[src/rtl/mem_port_arbiter.sv]
// Arbitrates one single-port memory between fetch and load/store.
// Sequences each access through the fixed read latency and drives stalls.
module mem_port_arbiter #(
  parameter int ADDR       = 32,
  parameter int W_OPR      = 32,
  parameter int MEM_LAT    = 1,
  parameter int STARVE_MAX = 4
) (
  input  logic             clk,
  input  logic             reset,
  input  logic             if_req_i,
  input  logic [ADDR-1:0]  if_addr_i,
  output logic             if_stall_o,
  output logic             if_rvalid_o,
  output logic [W_OPR-1:0] if_rdata_o,
  input  logic             ls_req_i,
  input  logic             ls_write_i,
  input  logic [ADDR-1:0]  ls_addr_i,
  input  logic [W_OPR-1:0] ls_wdata_i,
  output logic             ls_stall_o,
  output logic             ls_rvalid_o,
  output logic [W_OPR-1:0] ls_rdata_o,
  output logic             mem_req_o,
  output logic             mem_write_o,
  output logic [ADDR-1:0]  mem_addr_o,
  output logic [W_OPR-1:0] mem_wdata_o,
  input  logic [W_OPR-1:0] mem_rdata_i,
  output logic             busy_o
);

  typedef enum logic [1:0] {
    IDLE  = 2'd0,
    ISSUE = 2'd1,
    WAIT  = 2'd2
  } state_t;

  localparam logic [3:0] LAT  = 4'(MEM_LAT);
  localparam logic [3:0] SMAX = 4'(STARVE_MAX);

  state_t           state_q, state_d;
  logic             owner_q, owner_d;
  logic [3:0]       lat_q, lat_d;
  logic [3:0]       starve_q, starve_d;
  logic             abort_q, abort_d;
  logic             mreq_q, mreq_d;
  logic             mwr_q, mwr_d;
  logic [ADDR-1:0]  maddr_q, maddr_d;
  logic [W_OPR-1:0] mwdata_q, mwdata_d;

  logic done;
  logic owner_req;
  logic grant_if;
  logic if_hit;
  logic ls_hit;

  assign done      = (state_q == WAIT) && (lat_q == 4'd1);
  assign owner_req = owner_q ? ls_req_i : if_req_i;
  assign grant_if  = if_req_i & (~ls_req_i | (starve_q == SMAX));

  // State and registered memory-side outputs
  always_ff @(posedge clk or negedge reset) begin
    if (!reset) begin
      state_q  <= IDLE;
      owner_q  <= 1'b0;
      lat_q    <= 4'd0;
      starve_q <= 4'd0;
      abort_q  <= 1'b0;
      mreq_q   <= 1'b0;
      mwr_q    <= 1'b0;
      maddr_q  <= '0;
      mwdata_q <= '0;
    end else begin
      state_q  <= state_d;
      owner_q  <= owner_d;
      lat_q    <= lat_d;
      starve_q <= starve_d;
      abort_q  <= abort_d;
      mreq_q   <= mreq_d;
      mwr_q    <= mwr_d;
      maddr_q  <= maddr_d;
      mwdata_q <= mwdata_d;
    end
  end

  // Next-state: arbitration in IDLE, latency count in WAIT
  always_comb begin
    state_d  = state_q;
    owner_d  = owner_q;
    lat_d    = lat_q;
    starve_d = starve_q;
    abort_d  = abort_q;
    mreq_d   = mreq_q;
    mwr_d    = mwr_q;
    maddr_d  = maddr_q;
    mwdata_d = mwdata_q;
    unique case (state_q)
      IDLE: begin
        if (if_req_i | ls_req_i) begin
          state_d = ISSUE;
          abort_d = 1'b0;
          mreq_d  = 1'b1;
          if (grant_if) begin
            owner_d  = 1'b0;
            mwr_d    = 1'b0;
            maddr_d  = if_addr_i;
            mwdata_d = '0;
            starve_d = 4'd0;
          end else begin
            owner_d  = 1'b1;
            mwr_d    = ls_write_i;
            maddr_d  = ls_addr_i;
            mwdata_d = ls_write_i ? ls_wdata_i : '0;
            if (if_req_i && (starve_q != SMAX))
              starve_d = starve_q + 4'd1;
          end
        end
      end
      ISSUE: begin
        state_d  = WAIT;
        lat_d    = LAT;
        mreq_d   = 1'b0;
        mwr_d    = 1'b0;
        maddr_d  = '0;
        mwdata_d = '0;
        if (!owner_req)
          abort_d = 1'b1;
      end
      WAIT: begin
        lat_d = lat_q - 4'd1;
        if (!owner_req)
          abort_d = 1'b1;
        if (done) begin
          state_d = IDLE;
          lat_d   = 4'd0;
        end
      end
      default: begin
        state_d = IDLE;
      end
    endcase
  end

  assign if_hit = done & ~owner_q & if_req_i & ~abort_q;
  assign ls_hit = done &  owner_q & ls_req_i & ~abort_q;

  assign if_rvalid_o = if_hit;
  assign if_rdata_o  = if_hit ? mem_rdata_i : '0;
  assign if_stall_o  = if_req_i & ~if_hit;

  assign ls_rvalid_o = ls_hit;
  assign ls_rdata_o  = (ls_hit & ~ls_write_i) ? mem_rdata_i : '0;
  assign ls_stall_o  = ls_req_i & ~ls_hit;

  assign mem_req_o   = mreq_q;
  assign mem_write_o = mwr_q;
  assign mem_addr_o  = maddr_q;
  assign mem_wdata_o = mwdata_q;
  assign busy_o      = (state_q != IDLE);

endmodule

[config.mk]
export PLATFORM = sky130hd
export DESIGN_NAME = mem_port_arbiter
export DESIGN_NICKNAME = d
export VERILOG_FILES = /design/src/rtl/mem_port_arbiter.sv
export SDC_FILE = /design/constraint.sdc
export NUM_CORES = 1
export LEC_CHECK = 0
export BUFFER_PORTS_ARGS = -buffer_cell sky130_fd_sc_hd__buf_2
export CELL_PAD_IN_SITES_DETAIL_PLACEMENT = 0
export CELL_PAD_IN_SITES_GLOBAL_PLACEMENT = 2
export CORE_MARGIN = 1.5
export CORE_UTILIZATION = 25
export DETAILED_ROUTE_END_ITERATION = 6
export PLACE_DENSITY_LB_ADDON = 0.1
export REMOVE_ABC_BUFFERS = 1
export SETUP_SLACK_MARGIN = 0.3
export SYNTH_ARGS = -nofsm -noshare
export SYNTH_HDL_FRONTEND = slang
export SYNTH_SLANG_ARGS = --single-unit
export TNS_END_PERCENT = 1
[constraint.sdc]
create_clock -name clk -period 4.95 [get_ports clk]
set_input_delay 0.2475 -clock clk [delete_from_list [all_inputs] [get_ports clk]]
set_output_delay 0.2475 -clock clk [all_outputs]
set_load 0.02 [all_outputs]
==> run metrics <==
status=finished, final reports clean; Layout area overhead=43.6%; Cell Chain, Critical Path=inv_1 > ha_1 > or3b_4 > nor4_4 > and2_1 > buf_2; Mapped Avg Cell Area=between 9 and 10 um^2; worst hold path type=primary input to asynchronous set/reset pin; worst setup margin=1.93 ns; H-tree depth=3; Buf/Inv on CP=2; critical-path maximum fanout=32; post-DR wirelength/cell=around 16 um; die area=~0.017 mm^2; Setup crit end kind=output port; final critical-path required period=3.02 ns; storage element area=slightly below 0.002 mm^2; Final nets=about 810; first-pass GRT wire length=between 20 and 25 mm; Multi-input gate area=0.00185 mm^2; setup repair bufs after CTS=0; Critical Path Slowest Stage Cell=nor4_4; total negative slack=0 ns; TritonCTS clock tree=built; n_diodes=0; Sink Count=78; WHS=a little over 0.1 ns; vias in the first global route=4,323; PostCTS Resize Cnt=0; Tcrit/Tclk final=0.610; RSZ-0062 raised after global routing=false; Hold Vio Cnt, Final=0; FILL cells=~1,700; CP Data Required Time=4.70 ns; Pint=about 1.8 mW; crit start category=flop; drt initial violations=between 200 and 300; register area share after synthesis=0.470; worst r2r src=state_q[0]; Syn Std Cell Area=between 0.004 and 0.005 mm^2; initial core utilization=0.259; VDD IR max=approximately 0.18 mV; Die W=132 um; initial antenna violation count=0; row cnt=between 40 and 50; fmax=331 MHz; DRC violations left=0; gr ovfl total=0; commonest non-fill, non-tap cell in the layout=buf_2; combinational share of power=0.457; R2R setup slack=2.22 ns; CP arrival=approximately 2.8 ns; Pins Over Slew Limit=0; Synth Warn #=0; CTS root buffer=clkbuf_16; ANT nets after route=0; post-layout util=0.371; WS Path Type=flop to output port; Worst Clk Skew=0.00704 ns; dpl hpwl=~10 mm; actual slew at the worst max-slew pin=1.32 ns; Clock Latency Late Sink=around 0.34 ns; Psw=~1.4 mW; part of the power in registers=0.316; Leak Pwr=3.27 nW; Vias/cell=between 4 and 5; routed via count=between 4,000 and 5,000; layout cells sized above 1=0.444; final non-filler cell total=~890; Clock Power Share=0.227; cell family with most CP delay=simple AND/OR/NAND/NOR gates; largest net degree at the start of global routing=79; Netlist cell types=40; Max-slew headroom=0.116; most used cells in the layout excluding fill and tap cells=buf_2 (266), dfrtp_1 (78), and2_1 (65); core area=around 0.016 mm^2; Post-CTS Hold Buffers=0; CP max stage delay=0.94 ns; Yosys reg bits=a little under 80; Mapped Cells=426; All-Layer GR Usage=0.169; Critical Path Source=lat_q[1]; WL final=between 10 and 15 mm; placer congestion estimate=approximately 0.79; Final setup viols=0; Switching Fraction=0.431; Buffers on Ports=approximately 270; Placement Setup Slack=roughly 2.2 ns; chip height=132 um; total CTS buffers=9; power per cell area=around 530 mW/mm^2; DR pass1 iterations=6; number of max-cap violations=0; Clock transition at path regs=approximately 0.060 ns; placed insts=between 800 and 900; io pins=around 270; Clock Path Buffers=2
synthesized netlist by cell type:
master / n / area share
and2_1: 65 / 0.098
a211oi_1: 1 / 0.0018
nand2b_1: 5 / 0.0075
dfrtp_1: 78 / 0.47
o22ai_1: 4 / 0.0060
nand3b_1: 1 / 0.0018
nand3_1: 2 / 0.0024
ha_1: 8 / 0.024
nor2_1: 2 / 0.0018
o311ai_1: 2 / 0.0042
o2bb2ai_1: 1 / 0.0021
nand4b_1: 1 / 0.0021
a221oi_1: 1 / 0.0021
clkbuf_1: 23 / 0.021
or3b_4: 1 / 0.0027
o311ai_0: 30 / 0.063
mux2_2: 1 / 0.0027
nor3_4: 1 / 0.0039
o21ai_0: 36 / 0.043
and3b_1: 1 / 0.0021
nor4_4: 1 / 0.0051
buf_6: 1 / 0.0027
and4_1: 1 / 0.0021
mux2i_1: 2 / 0.0048
a31oi_1: 4 / 0.0060
a21oi_1: 8 / 0.0096
o31ai_1: 1 / 0.0018
or4b_1: 1 / 0.0024
nor4_1: 1 / 0.0015
nor3b_4: 1 / 0.0045
a21o_1: 1 / 0.0018
inv_1: 46 / 0.042
clkbuf_2: 3 / 0.0036
or2_2: 2 / 0.0030
or3_1: 2 / 0.0030
buf_2: 14 / 0.017
nor2b_1: 1 / 0.0015
nand4_1: 33 / 0.050
a22o_1: 33 / 0.070
nand2_1: 6 / 0.0054
per-stage QoR:
stage	total power [mW]	cell area, um^2
after CTS	3.22	5960
after global routing	3.39	5960
after global placement	2.46	5640
after detailed placement	2.47	5640
after floorplan	1.86	3970
final	3.16	5960
routing by layer:
metal / GRT usage / vias to the layer above / share of wire
met5: 0 / - / 0
met4: 0.0531 / 0 / 0.019
met3: 0.0454 / 18 / 0.056
met2: 0.290 / 165 / 0.49
met1: 0.205 / 2032 / 0.43
li1: - / 2022 / -
worst paths after layout:
path,end,depth (start not counted)
min in group clk,mem_wdata_o[7],2
max in group asynchronous,lat_q[2],1
setup / recovery,ls_rdata_o[19],6
setup reg to reg,mem_addr_o[30],5
hold / removal,mem_wdata_o[25],1
hold reg to reg,lat_q[3],1
final cells by class:
cell class,instances,area share
timing repair buffer,274,0.233
inverter,46,0.0290
sequential,78,0.327
multi-input combinational,261,0.311
clock inverter,6,0.0143
clock buffer,10,0.0401
tap,216,0.0453
power by group through the flow:
stage | sequential [mW] | clock, mW | combinational (mW)
3_3_place_gp | 1.01 | 0 | 1.45
2_1_floorplan | 1.25 | 0 | 0.612
4_1_cts | 0.999 | 0.747 | 1.47
5_1_grt | 1.03 | 0.774 | 1.58
6_report | 0.999 | 0.717 | 1.44
3_5_place_dp | 1.00 | 0 | 1.47
sequential cells by signal (all words and copies together), names as in the netlist:
register	flops
lat_q	4
mem_write_o	1
mem_req_o	1
state_q	2
starve_q	4
mem_addr_o	32
abort_q	1
owner_q	1
mem_wdata_o	32
cells by family (layout without fill, tap and decap cells):
kind of cell | after synthesis | after routing | synth area share
adders and majority gates | 8 | 8 | 0.0241
and+or+nand+nor | 128 | 128 | 0.201
muxes | 3 | 3 | 0.00753
buffers and inverters | 87 | 336 | 0.0856
AOI/OAI and AO/OA | 122 | 122 | 0.212
DFF | 78 | 78 | 0.470
No activity file was read; power rests on OpenSTA's default activity.
